[config.mk]
export PLATFORM = sky130hd
export DESIGN_NAME = sdram_port_arbiter
export DESIGN_NICKNAME = d
export VERILOG_FILES = /design/src/rtl/sdram_port_arbiter.sv
export SDC_FILE = /design/constraint.sdc
export NUM_CORES = 1
export LEC_CHECK = 0
export CORE_ASPECT_RATIO = 1.25
export CORE_UTILIZATION = 44
export CTS_CLUSTER_SIZE = 30
export DETAILED_ROUTE_END_ITERATION = 16
export PLACE_DENSITY = 0.81
export SKIP_LAST_GASP = 1
export SLEW_MARGIN = 40
export SYNTH_ARGS = -nofsm -noshare
export SYNTH_HDL_FRONTEND = slang
export SYNTH_SLANG_ARGS = --single-unit
[constraint.sdc]
create_clock -name clk30 -period 2.26 [get_ports clk30]
set_input_delay 0.339 -clock clk30 [delete_from_list [all_inputs] [get_ports clk30]]
set_output_delay 0.339 -clock clk30 [all_outputs]
set_load 0.05 [all_outputs]
[src/rtl/sdram_port_arbiter.sv]
// Arbitrates one SDRAM controller between a video burst reader, a CPU/DMA port
// and periodic refresh. All outputs come straight from flops.
module sdram_port_arbiter #(
    parameter int REFRESH_INTERVAL = 234,
    parameter int BURST_WORDS      = 4,
    parameter int CPU_MAX_WAIT     = 64
) (
    input  logic        clk30,
    input  logic        reset,
    input  logic        vid_req,
    input  logic [24:0] vid_addr,
    output logic        vid_ack,
    output logic [15:0] vid_data,
    output logic        vid_valid,
    input  logic        cpu_req,
    input  logic        cpu_wr,
    input  logic        cpu_word,
    input  logic [24:0] cpu_addr,
    input  logic [15:0] cpu_din,
    output logic [15:0] cpu_dout,
    output logic        cpu_ack,
    input  logic        disable_cpu_starve,
    output logic [24:0] sdram_addr,
    output logic        sdram_rd,
    output logic        sdram_wr,
    output logic        sdram_word,
    output logic [15:0] sdram_din,
    output logic        sdram_burst,
    output logic        sdram_refresh,
    input  logic [15:0] sdram_dout,
    input  logic        sdram_busy,
    input  logic        sdram_burstdata_valid,
    output logic        refresh_overrun
);

    localparam logic [2:0] IDLE      = 3'd0;
    localparam logic [2:0] REF_ISSUE = 3'd1;
    localparam logic [2:0] REF_WAIT  = 3'd2;
    localparam logic [2:0] VID_ISSUE = 3'd3;
    localparam logic [2:0] VID_BURST = 3'd4;
    localparam logic [2:0] CPU_ISSUE = 3'd5;
    localparam logic [2:0] CPU_WAIT  = 3'd6;

    localparam int REF_W = (REFRESH_INTERVAL > 1) ? $clog2(REFRESH_INTERVAL) : 1;
    localparam logic [REF_W-1:0] REF_LAST = REF_W'(REFRESH_INTERVAL - 1);
    localparam int BC_W = $clog2(BURST_WORDS + 1);
    localparam logic [BC_W-1:0] BURST_FULL = BC_W'(BURST_WORDS);
    localparam logic [BC_W-1:0] BURST_LAST = BC_W'(BURST_WORDS - 1);
    localparam logic [8:0] WAIT_LIMIT = (CPU_MAX_WAIT > 255) ? 9'd256 : 9'(CPU_MAX_WAIT);

    logic [2:0]       state_q,         state_d;
    logic [REF_W-1:0] ref_cnt_q,       ref_cnt_d;
    logic             ref_pending_q,   ref_pending_d;
    logic             ref_overrun_q,   ref_overrun_d;
    logic [7:0]       cpu_wait_q,      cpu_wait_d;
    logic             cpu_req_q,       cpu_req_d;
    logic             vid_req_q,       vid_req_d;
    logic             first_q,         first_d;
    logic             cpu_is_wr_q,     cpu_is_wr_d;
    logic [BC_W-1:0]  burst_cnt_q,     burst_cnt_d;
    logic [24:0]      sdram_addr_q,    sdram_addr_d;
    logic             sdram_rd_q,      sdram_rd_d;
    logic             sdram_wr_q,      sdram_wr_d;
    logic             sdram_word_q,    sdram_word_d;
    logic [15:0]      sdram_din_q,     sdram_din_d;
    logic             sdram_burst_q,   sdram_burst_d;
    logic             sdram_refresh_q, sdram_refresh_d;
    logic             vid_ack_q,       vid_ack_d;
    logic             vid_valid_q,     vid_valid_d;
    logic [15:0]      vid_data_q,      vid_data_d;
    logic             cpu_ack_q,       cpu_ack_d;
    logic [15:0]      cpu_dout_q,      cpu_dout_d;

    logic ref_wrap_s;
    logic cpu_live_s;
    logic vid_live_s;
    logic cpu_urgent_s;
    logic ref_grant_s;
    logic cpu_grant_s;
    logic vid_grant_s;
    logic cpu_active_s;
    logic words_done_s;

    // Next-state, arbitration, refresh timer and output register inputs
    always_comb begin
        state_d         = state_q;
        ref_cnt_d       = ref_cnt_q;
        ref_pending_d   = ref_pending_q;
        ref_overrun_d   = ref_overrun_q;
        cpu_wait_d      = cpu_wait_q;
        cpu_req_d       = cpu_req;
        vid_req_d       = vid_req;
        first_d         = first_q;
        cpu_is_wr_d     = cpu_is_wr_q;
        burst_cnt_d     = burst_cnt_q;
        sdram_addr_d    = sdram_addr_q;
        sdram_word_d    = sdram_word_q;
        sdram_din_d     = sdram_din_q;
        sdram_rd_d      = 1'b0;
        sdram_wr_d      = 1'b0;
        sdram_burst_d   = 1'b0;
        sdram_refresh_d = 1'b0;
        vid_ack_d       = 1'b0;
        vid_valid_d     = 1'b0;
        vid_data_d      = vid_data_q;
        cpu_ack_d       = 1'b0;
        cpu_dout_d      = cpu_dout_q;
        ref_grant_s     = 1'b0;
        cpu_grant_s     = 1'b0;
        vid_grant_s     = 1'b0;
        words_done_s    = 1'b0;

        // A request must be seen both registered and live, so one dropped before grant is lost
        cpu_live_s   = cpu_req_q & cpu_req & ~cpu_ack_q;
        vid_live_s   = vid_req_q & vid_req;
        cpu_urgent_s = disable_cpu_starve | ({1'b0, cpu_wait_q} >= WAIT_LIMIT);
        cpu_active_s = (state_q == CPU_ISSUE) | (state_q == CPU_WAIT);

        ref_wrap_s = (ref_cnt_q == REF_LAST);
        if (ref_wrap_s) begin
            ref_cnt_d = {REF_W{1'b0}};
        end else begin
            ref_cnt_d = ref_cnt_q + REF_W'(1);
        end

        case (state_q)
            IDLE: begin
                if (!sdram_busy) begin
                    if (ref_pending_q) begin
                        ref_grant_s = 1'b1;
                    end else if (cpu_live_s && cpu_urgent_s) begin
                        cpu_grant_s = 1'b1;
                    end else if (vid_live_s) begin
                        vid_grant_s = 1'b1;
                    end else if (cpu_live_s) begin
                        cpu_grant_s = 1'b1;
                    end else begin
                        ref_grant_s = 1'b0;
                    end
                end else begin
                    ref_grant_s = 1'b0;
                end

                if (ref_grant_s) begin
                    state_d         = REF_ISSUE;
                    sdram_refresh_d = 1'b1;
                end else if (cpu_grant_s) begin
                    state_d      = CPU_ISSUE;
                    sdram_addr_d = cpu_addr;
                    sdram_word_d = cpu_word;
                    sdram_din_d  = cpu_din;
                    sdram_rd_d   = ~cpu_wr;
                    sdram_wr_d   = cpu_wr;
                    cpu_is_wr_d  = cpu_wr;
                end else if (vid_grant_s) begin
                    state_d       = VID_ISSUE;
                    sdram_addr_d  = vid_addr;
                    sdram_word_d  = 1'b1;
                    sdram_rd_d    = 1'b1;
                    sdram_burst_d = 1'b1;
                    vid_ack_d     = 1'b1;
                    burst_cnt_d   = {BC_W{1'b0}};
                end else begin
                    state_d = IDLE;
                end
            end
            REF_ISSUE: begin
                state_d = REF_WAIT;
                first_d = 1'b1;
            end
            REF_WAIT: begin
                if (first_q) begin
                    first_d = 1'b0;
                end else if (!sdram_busy) begin
                    state_d = IDLE;
                end else begin
                    state_d = REF_WAIT;
                end
            end
            CPU_ISSUE: begin
                state_d = CPU_WAIT;
                first_d = 1'b1;
            end
            CPU_WAIT: begin
                if (first_q) begin
                    first_d = 1'b0;
                end else if (!sdram_busy) begin
                    state_d   = IDLE;
                    cpu_ack_d = 1'b1;
                    if (!cpu_is_wr_q) begin
                        cpu_dout_d = sdram_dout;
                    end else begin
                        cpu_dout_d = cpu_dout_q;
                    end
                end else begin
                    state_d = CPU_WAIT;
                end
            end
            VID_ISSUE: begin
                state_d = VID_BURST;
            end
            VID_BURST: begin
                vid_data_d  = sdram_dout;
                vid_valid_d = sdram_burstdata_valid & (burst_cnt_q != BURST_FULL);
                if (vid_valid_d) begin
                    burst_cnt_d = burst_cnt_q + BC_W'(1);
                end else begin
                    burst_cnt_d = burst_cnt_q;
                end
                words_done_s = (burst_cnt_q == BURST_FULL) |
                               (sdram_burstdata_valid & (burst_cnt_q == BURST_LAST));
                if (words_done_s && !sdram_busy) begin
                    state_d = IDLE;
                end else begin
                    state_d = VID_BURST;
                end
            end
            default: begin
                state_d = IDLE;
            end
        endcase

        // Refresh is only cleared when actually issued; a wrap during any other grant stays queued
        ref_overrun_d = ref_overrun_q | (ref_wrap_s & ref_pending_q);
        if (ref_grant_s) begin
            ref_pending_d = 1'b0;
        end else if (ref_wrap_s) begin
            ref_pending_d = 1'b1;
        end else begin
            ref_pending_d = ref_pending_q;
        end

        if (cpu_ack_d || !cpu_req_q) begin
            cpu_wait_d = 8'd0;
        end else if (!cpu_grant_s && !cpu_active_s && (cpu_wait_q != 8'd255)) begin
            cpu_wait_d = cpu_wait_q + 8'd1;
        end else begin
            cpu_wait_d = cpu_wait_q;
        end
    end

    // State and output registers with synchronous reset
    always_ff @(posedge clk30) begin
        if (reset) begin
            state_q         <= IDLE;
            ref_cnt_q       <= {REF_W{1'b0}};
            ref_pending_q   <= 1'b0;
            ref_overrun_q   <= 1'b0;
            cpu_wait_q      <= 8'd0;
            cpu_req_q       <= 1'b0;
            vid_req_q       <= 1'b0;
            first_q         <= 1'b0;
            cpu_is_wr_q     <= 1'b0;
            burst_cnt_q     <= {BC_W{1'b0}};
            sdram_addr_q    <= 25'd0;
            sdram_rd_q      <= 1'b0;
            sdram_wr_q      <= 1'b0;
            sdram_word_q    <= 1'b0;
            sdram_din_q     <= 16'd0;
            sdram_burst_q   <= 1'b0;
            sdram_refresh_q <= 1'b0;
            vid_ack_q       <= 1'b0;
            vid_valid_q     <= 1'b0;
            vid_data_q      <= 16'd0;
            cpu_ack_q       <= 1'b0;
            cpu_dout_q      <= 16'd0;
        end else begin
            state_q         <= state_d;
            ref_cnt_q       <= ref_cnt_d;
            ref_pending_q   <= ref_pending_d;
            ref_overrun_q   <= ref_overrun_d;
            cpu_wait_q      <= cpu_wait_d;
            cpu_req_q       <= cpu_req_d;
            vid_req_q       <= vid_req_d;
            first_q         <= first_d;
            cpu_is_wr_q     <= cpu_is_wr_d;
            burst_cnt_q     <= burst_cnt_d;
            sdram_addr_q    <= sdram_addr_d;
            sdram_rd_q      <= sdram_rd_d;
            sdram_wr_q      <= sdram_wr_d;
            sdram_word_q    <= sdram_word_d;
            sdram_din_q     <= sdram_din_d;
            sdram_burst_q   <= sdram_burst_d;
            sdram_refresh_q <= sdram_refresh_d;
            vid_ack_q       <= vid_ack_d;
            vid_valid_q     <= vid_valid_d;
            vid_data_q      <= vid_data_d;
            cpu_ack_q       <= cpu_ack_d;
            cpu_dout_q      <= cpu_dout_d;
        end
    end

    assign sdram_addr      = sdram_addr_q;
    assign sdram_rd        = sdram_rd_q;
    assign sdram_wr        = sdram_wr_q;
    assign sdram_word      = sdram_word_q;
    assign sdram_din       = sdram_din_q;
    assign sdram_burst     = sdram_burst_q;
    assign sdram_refresh   = sdram_refresh_q;
    assign vid_ack         = vid_ack_q;
    assign vid_valid       = vid_valid_q;
    assign vid_data        = vid_data_q;
    assign cpu_ack         = cpu_ack_q;
    assign cpu_dout        = cpu_dout_q;
    assign refresh_overrun = ref_overrun_q;

endmodule

* Word-level counts from Yosys, hierarchy flattened
Index checks and enable logic that the tools add are counted.
** Word-level totals
- Bits in registers :: 108
- Output and inout port bits :: 82
** Cells by class
- Add/subtract/negate cells :: 3
- $lt $le $gt $ge :: 1
- Equal/unequal tests :: 17
- Muxes and demuxes :: 41
- Bitwise operators :: 19
- Reduce and logical (&&, ||, !) cells :: 28
** Operator list (count)
- 25-bit two-way mux :: 2
- 3-bit two-way mux :: 10
- 1-bit two-way mux :: 24
- 3-bit one-hot mux with 7 select lines :: 1
- 8-bit by 1-bit adder with 8-bit output, second input constant :: 2
- 2-bit OR reduction :: 7
- 3-bit == test, second input constant :: 4
- 2-bit != test, second input constant :: 5
- 3-bit by 2-bit == test with 1-bit output, second input constant :: 3
- 1-bit inverter :: 9
- 8-bit == test, second input constant :: 1
- 8-bit by 7-bit greater-or-equal comparator with 1-bit output, second input constant :: 1
- 8-bit != test, second input constant :: 1
- 4-bit OR reduction :: 2
- 1-bit AND :: 6
- 3-bit one-hot mux with 2 select lines :: 1
- 3-bit AND reduction :: 2
- 2-bit nonzero test :: 3
- 5-bit AND reduction :: 1
- 1-bit logical AND :: 4
- 1-bit zero test :: 4
- 2-bit two-way mux :: 2
- 1-bit bitwise OR :: 4
- 4-bit AND reduction :: 1
- 9 further kinds :: 9

* Longest topological paths before layout
Gate-level depths: netlist of the first run.
- Word-level depth :: 12
- Depth in mapped cells :: 8
- Depth with buffers taken out :: 7

* Worst setup path after synthesis of the first run
No wires, ideal clock.
- Path kind :: reg2reg
- Start :: register cpu_ack_q (netlist: cpu_ack)
- End :: register cpu_wait_q[7]
- Setup time :: 124 ps
- Data arrival time :: 1902 ps
- Data required time :: 2136 ps
- Setup slack :: 234 ps
- Stages on the path, launching flop included :: 8
- Buffers on the path :: 2
- Period minus slack after synthesis :: 2026 ps
- Cells stage by stage :: dfxtp_1 nand3b_1 a311o_1 buf_2 buf_4 o211ai_1 xor2_1 nor2_1
** On the way
- Word-level cells in the longest chain between the ends :: 12
- Elaborated cells on any way between the ends :: 13
- Those cells by class :: 7 x mux; 2 x bitwise; 4 x reduce/logical
** Ends and longest elaborated chain
- start: declaration :: line 71 : logic cpu_ack_q, cpu_ack_d;
- start signal: assignment :: line 288 : cpu_ack_q <= cpu_ack_d;
- 1-bit inverter * :: line 114 : cpu_live_s = cpu_req_q & cpu_req & ~cpu_ack_q;
- 1-bit AND * :: line 114
- 1-bit two-way mux :: line 135 : end else if (cpu_live_s) begin
- 1-bit two-way mux :: line 133 : end else if (vid_live_s) begin
- 1-bit two-way mux * :: line 131 : end else if (cpu_live_s && cpu_urgent_s) begin
- 1-bit two-way mux * :: line 129 : if (ref_pending_q) begin
- 1-bit two-way mux * :: line 128 : if (!sdram_busy) begin
- 1-bit two-way mux * (2 in series) :: line 126 : case (state_q)
- 1-bit zero test * :: line 235 : end else if (!cpu_grant_s && !cpu_active_s && (cpu_wait_q != 8'd255)) begin
- 1-bit logical AND * (2 in series) :: line 235
- end signal: assignment :: line 272 : cpu_wait_q <= cpu_wait_d;
- end: declaration :: line 55 : logic [7:0] cpu_wait_q, cpu_wait_d;
Every way passes the cells marked *; elsewhere a longest branch is shown, timed or not. The select of a mux whose other input is x is not followed.
A chain may end at the register's enable or synchronous reset.

* Worst setup path after layout of the first run
- Start :: register state_q[0]
- End :: register sdram_addr_q[20] (netlist: sdram_addr[20])
** On the way
- Word-level cells in the longest chain between the ends :: 2
** Ends and longest elaborated chain
- start: declaration :: line 51 : logic [2:0] state_q, state_d;
- start signal: assignment :: line 268 : state_q <= state_d;
- 3-bit zero test :: line 126
- 3-bit AND reduction (no line)
- end signal: assignment :: line 278 : sdram_addr_q <= sdram_addr_d;
- end: declaration :: line 61 : logic [24:0] sdram_addr_q, sdram_addr_d;
Every way passes these cells.

==> results of run 1 <==
final cells by class:
cell class / count / area (um2) / share of cell area
clock buffer: 12 / 236.5 / 0.03597
clock inverter: 4 / 26.28 / 0.003997
inverter: 7 / 26.28 / 0.003997
multi-input combinational: 381 / 2101 / 0.3196
sequential: 108 / 2162 / 0.3289
tap: 126 / 157.7 / 0.02398
timing repair buffer: 188 / 1864 / 0.2836
cell usage after synthesis, drive strengths merged (3+ instances only):
| cell type | number | share of area |
|---|---|---|
| a311oi | 26 | 0.082 |
| nand2 | 159 | 0.13 |
| or3 | 3 | 0.0042 |
| and3 | 5 | 0.0070 |
| clkbuf | 22 | 0.019 |
| buf | 14 | 0.019 |
| nand4 | 4 | 0.0056 |
| inv | 7 | 0.0059 |
| xor2 | 10 | 0.020 |
| nor3 | 4 | 0.0056 |
| a21oi | 58 | 0.065 |
| nand3 | 9 | 0.010 |
| nor2 | 59 | 0.053 |
| ha | 6 | 0.017 |
| o211ai | 5 | 0.0084 |
| o21ai | 5 | 0.0065 |
| or2 | 4 | 0.0056 |
| dfxtp | 108 | 0.49 |
kinds of logic after synthesis:
family,share of synthesized area
AND/OR/NAND/NOR,0.2413
flip-flops,0.4854
AO/OA/AOI/OAI,0.1874
buffers and inverters,0.04298
XOR/XNOR,0.02360
adder cells (fa/ha/maj),0.01685
multiplexers,0.002528
sequential cells by signal, summed over array words and instances (netlist names), 3 cells and up:
| name | count |
|---|---|
| state_q | 3 |
| sdram_addr | 25 |
| cpu_dout | 16 |
| burst_cnt_q | 3 |
| sdram_din | 16 |
| vid_data | 16 |
| cpu_wait_q | 8 |
| ref_cnt_q | 8 |
routing by layer:
metal  vias up  track usage
met4         0      0.06354
met2       155       0.3736
li1       2109            -
met1      1929       0.2663
met5         -            0
met3         8      0.08632
through the flow:
| step | cell area (um2) | utilization | total power, mW | setup slack [ns] | instances |
|---|---|---|---|---|---|
| after detailed placement | 6311 | 0.6500 | 2.551 | 0.01337 | 810 |
| final | 6574 | 0.6771 | 3.935 | 0.2569 | 826 |
| after floorplan | 4454 | - | 2.285 | 0.2337 | 532 |
| after CTS | 6574 | 0.6771 | 3.965 | 0.2504 | 826 |
| after global placement | 6311 | 0.6500 | 2.541 | 0.1023 | 810 |
| after global routing | 6574 | 0.6771 | 4.099 | 0.1545 | 826 |
path summary, 6_finish.rpt:
path / startpoint / end / cells past startpoint
min reg2reg: vid_data[3]$_SDFFE_PP0P_ / vid_data[3]$_SDFFE_PP0P_ / 2
max: state_q[0]$_SDFFE_PP0P_ / sdram_addr[20]$_SDFFE_PP0P_ / 5
min: reset / ref_cnt_q[4]$_SDFF_PP0_ / 2
max reg2reg: state_q[0]$_SDFFE_PP0P_ / sdram_addr[20]$_SDFFE_PP0P_ / 5
where the power goes:
group,internal [mW],leakage [nW],total (mW),switching [mW]
registers,1.94,0.874,1.97,0.0288
logic,0.258,1.30,0.536,0.278
clock network,0.747,0.127,1.43,0.680
total,2.95,2.30,3.93,0.987
==> summary.md, run 1 <==
| Metric | Value |
|---|---|
| CP delay by family, top | simple AND/OR/NAND/NOR gates |
| Hold-fix buffers, CTS | 0 |
| Routed WL | 11,720 um |
| Yosys reg bits | 108 |
| Pin count of the biggest net entering global routing | 52 |
| Clock Pin Slew Worst Setup and Hold Paths | 0.07 ns |
| WS Path Type | flip-flop to flip-flop |
| Root Buffer | clkbuf_16 |
| Period utilization | 0.8863 |
| Avg Synthesized Cell Area | 8.373 um2 |
| Routed met3 length | 1149 um |
| CP cell instances | or3_1 -> a211oi_4 -> buf_12 -> nor2_1 -> a311oi_2 |
| Cell area power density | 598.6 nW/um2 |
| Commonest non-fill, non-tap cells in the layout | 171 x clkdlybuf4s50_1, 159 x nand2_1, 108 x dfxtp_1 |
| Vias in the first global route | 4,049 |
| Filler instances | 795 |
| VDD IR max | 0.3666 mV |
| Status | finished clean |
| Die H | 114.5 um |
| Post-DP HPWL | 8525 um |
| PortBufs | 172 |
| Post-synth cell types | 46 |
| M1 wire length | 5010 um |
| Post-route minimum period | 2.003 ns |
| Synth Flop Type | dfxtp_1 |
| GRT Total Usage | 0.2234 |
| Initial antenna violation count | 0 |
| Pins Over Slew Limit | 0 |
| Top sig layer | met4 |
| Ys async rst share | 0 |
| Initial core utilization | 0.4588 |
| Clock latency at the later pin of the worst-skew pair | 0.34 ns |
| Die ar. | 10,530 um2 |
| CP peak stage delay | 0.55 ns |
| RSZ-0062 raised after global routing | false |
| CTS max path bufs | 2 |
| Max Freq | 499.2 MHz |
| Synth Warn # | 0 |
| Grt ovf | 0 |
| Routed Antenna Nets | 0 |
| Worst path slowest cell | or3_1 |
| Die W | 91.99 um |
| Area growth syn-to-layout | 47.58% |
| Max FO, Critical Path | 51 |
| FF-to-FF setup slack | 0.26 ns |
| Vias | 4,201 |
| Max-Cap Viols | 0 |
| Max-slew headroom | 0.5856 |
| I/O Pins | 173 |
| Post-synthesis net count | 629 |
| Final setup violation count | 0 |
| Post_cts resized | 0 |
| FP Rows | 40 |
| Pre-Repair DR Iteration Count | 4 |
| Crit path buf inv count | 1 |
| Gp weighted congestion | 0.7689 |
| Initial drt markers | 123 |
| Setup TNS | 0 ns |
| WHS | 0.4088 ns |
| Routed vias/inst | 5.086 |
| Post-synth EDFFs | 0 |
| Crit path DAT | 2.26 ns |
| Actual slew at the worst max-slew pin | 0.6217 ns |
| CTS tree | yes |
| Synthesized area | 4454 um2 |
| CTS Buf Count | 9 |
| Layout cells sized above 1 | 0.08571 |
| Setup Fix Bufs, Post-CTS | 0 |
| CTS H-Tree Depth | 3 |
| Sequential area share after synthesis | 0.4854 |
| Worst Skew | 0.006977 ns |
| Routed len/inst | 14.19 um |
| Layout net count | 792 |
| Met2 wire length | 5488 um |
| DRC | 0 |
| Crit. End Element | flip-flop |
| WP data required | 2.52 ns |
| Ant diodes | 0 |
| Leakage | 2.298 nW |
| Synth Instances | 532 |
| First-pass GRT wire length | 18,750 um |
| Final Hold Violating Endpoints | 0 |
| Worst Setup Start Kind | flip-flop |
| Core area | 9709 um2 |
| Most common cell after layout, fill and taps aside | clkdlybuf4s50_1 |
| Type of the most critical hold path | primary input to flip-flop |
| CTS sink cnt | 108 |
No activity file was read; power rests on OpenSTA's default activity.
==> inputs of run 2 (changes only) <==
- CTS_CLUSTER_SIZE: 30 -> unset
==> results of run 2 <==
Final layout, timing and power as in run 1 (identical DEF).
==> inputs of run 3 (changes only) <==
- GPL_TIMING_DRIVEN: unset -> 0
==> run 3 against run 2 <==
Net effect: worst hold slack improved by 0.048 ns; fmax fell by 6.5%; largest power group unchanged; largest cell class unchanged; sequential power about the same; clock power rose by 9.8%; cell count grew 2.5%.
==> summary.md, run 3 (same netlist as run 1, synthesis figures left out) <==
| Metric | Value |
|---|---|
| CP peak stage delay | 0.50 ns |
| Crit path buf inv count | 4 |
| Period utilization | 0.9479 |
| Worst path slowest cell | clkdlybuf4s50_1 |
| Initial core utilization | 0.4588 |
| Root Buffer | clkbuf_16 |
| Switch share | 0.2357 |
| Routed WL | 12,390 um |
| Cell area power density | 613.4 nW/um2 |
| DRC | 0 |
| RSZ-0062 raised after global routing | false |
| Final Hold Violating Endpoints | 0 |
| FP Rows | 40 |
| M1 wire length | 5064 um |
| Max-slew headroom | 0.4740 |
| Commonest non-fill, non-tap cells in the layout | 172 x clkdlybuf4s50_1, 159 x nand2_1, 108 x dfxtp_1 |
| VDD IR max | 0.3577 mV |
| Setup TNS | 0 ns |
| CTS Buf Count | 9 |
| PortBufs | 172 |
| Most common cell after layout, fill and taps aside | clkdlybuf4s50_1 |
| Largest register FFs | 25 |
| Met2 wire length | 6109 um |
| Sw power | 0.9634 mW |
| Layout net count | 814 |
| Max FO, Critical Path | 10 |
| Seq pwr share | 0.481 |
| Routed vias/inst | 5.124 |
| Post-route minimum period | 2.142 ns |
| Leakage | 2.358 nW |
| CTS sink cnt | 108 |
| GRT Total Usage | 0.2361 |
| Initial drt markers | 133 |
| CTS H-Tree Depth | 3 |
| Crit path DAT | 2.36 ns |
| Gate power share | 0.134 |
| Worst Skew | 0.005867 ns |
| Routed met3 length | 1038 um |
| Vias in the first global route | 4,293 |
| Filler instances | 781 |
| Hold-fix buffers, CTS | 0 |
| Initial antenna violation count | 0 |
| Gp weighted congestion | 0.8718 |
| Die H | 114.5 um |
| Clock Pin Slew Worst Setup and Hold Paths | 0.07 ns |
| Reg2Reg Depth | 8 |
| Die W | 91.99 um |
| Pin count of the biggest net entering global routing | 16 |
| Post-DP HPWL | 9476 um |
| Max-Cap Viols | 0 |
| Top sig layer | met4 |
| WP depth | 9 |
| CP cell instances | clkdlybuf4s50_1 -> or2_1 -> buf_2 -> a311o_1 -> buf_2 -> buf_4 -> o211ai_1 -> xor2_1 -> nor2_1 |
| Crit. End Element | flip-flop |
| Routed Antenna Nets | 0 |
| Layout cells sized above 1 | 0.09154 |
| Multi-input logic area | 2103 um2 |
| WS Path Type | primary input to flip-flop |
| CTS max path bufs | 2 |
| Clock latency at the later pin of the worst-skew pair | 0.34 ns |
| CP delay by family, top | buffers and inverters |
| I/O Pins | 173 |
| Core area | 9709 um2 |
| Pins Over Slew Limit | 0 |
| Area growth syn-to-layout | 49.63% |
| CTS tree | yes |
| First-pass GRT wire length | 19,820 um |
| Worst Setup Start Kind | primary input |
| Final non-filler cell area | 6665 um2 |
| Cell area reported after detailed placement | 6334 um2 |
| Status | finished clean |
| Ant diodes | 0 |
| Cell-internal power | 3.125 mW |
| FF/Latch Area | 2162 um2 |
| Type of the most critical hold path | flip-flop to flip-flop |
| Hold Crit Depth | 2 |
| Actual slew at the worst max-slew pin | 0.7889 ns |
| Vias | 4,340 |
| Pre-Repair DR Iteration Count | 4 |
| Grt ovf | 0 |
| WP data required | 2.48 ns |
| Routed len/inst | 14.63 um |
| Max Freq | 466.8 MHz |
| Power share of the clock group | 0.384 |
| Most frequent CP cell | buf_2 |
| Die ar. | 10,530 um2 |
| Final setup violation count | 0 |
run 3: worst paths after layout:
kind	startpoint	endpoint	slack [ns]
hold reg to reg	sdram_din[12]$_SDFFE_PP0P_	sdram_din[12]$_SDFFE_PP0P_	0.46
setup / recovery	sdram_busy	cpu_wait_q[5]$_SDFFE_PP0P_	0.12
hold / removal	sdram_din[12]$_SDFFE_PP0P_	sdram_din[12]$_SDFFE_PP0P_	0.46
setup reg to reg	state_q[0]$_SDFFE_PP0P_	sdram_word$_SDFFE_PP0P_	0.14
run 3: area by class of cell:
class | instances | share of cell area
well taps | 126 | 0.02365
inverters | 7 | 0.003942
clock buffers | 15 | 0.04618
repair buffers | 174 | 0.2606
flip-flops and latches | 108 | 0.3244
multi-input cells | 381 | 0.3156
plain buffers | 36 | 0.02572
run 3: what timing repair did:
action | 4_1_cts | 5_1_grt
gates resized for setup | 2 | 7
endpoints found under the setup margin | 14 | 48
pin swaps | 0 | 3
buffers inserted | 0 | 2
run 3: worst min-delay path, delay by kind of cell, from the launching register on:
family | cells | cell delay [ns]
AOI/OAI and AO/OA | 1 | 0.05
DFF | 1 | 0.31
and+or+nand+nor | 1 | 0.05
run 3: stage by stage:
step	power (mW)	std cells	setup slack [ns]	util	hold WS (ns)
floorplan	2.285	532	0.2337	-	0.4172
global placement	2.547	830	-0.3996	0.6523	0.4427
detailed placement	2.557	830	-0.4483	0.6523	0.4484
CTS	4.124	845	0.06192	0.6843	0.4571
global route	4.248	847	0.007571	0.6865	0.4744
finish	4.088	847	0.1177	0.6865	0.4564
run 3: power by group through the flow:
stage | combinational [mW] | clock, mW | sequential (mW)
2_1_floorplan | 0.172 | 0 | 2.11
3_3_place_gp | 0.539 | 0 | 2.01
3_5_place_dp | 0.547 | 0 | 2.01
4_1_cts | 0.550 | 1.61 | 1.97
5_1_grt | 0.587 | 1.69 | 1.97
6_report | 0.550 | 1.57 | 1.97
run 3: layer usage:
metal	vias up	global-route usage
met5	-	0
met4	0	0.08229
met3	18	0.06574
met2	166	0.4264
met1	1998	0.2651
li1	2158	-
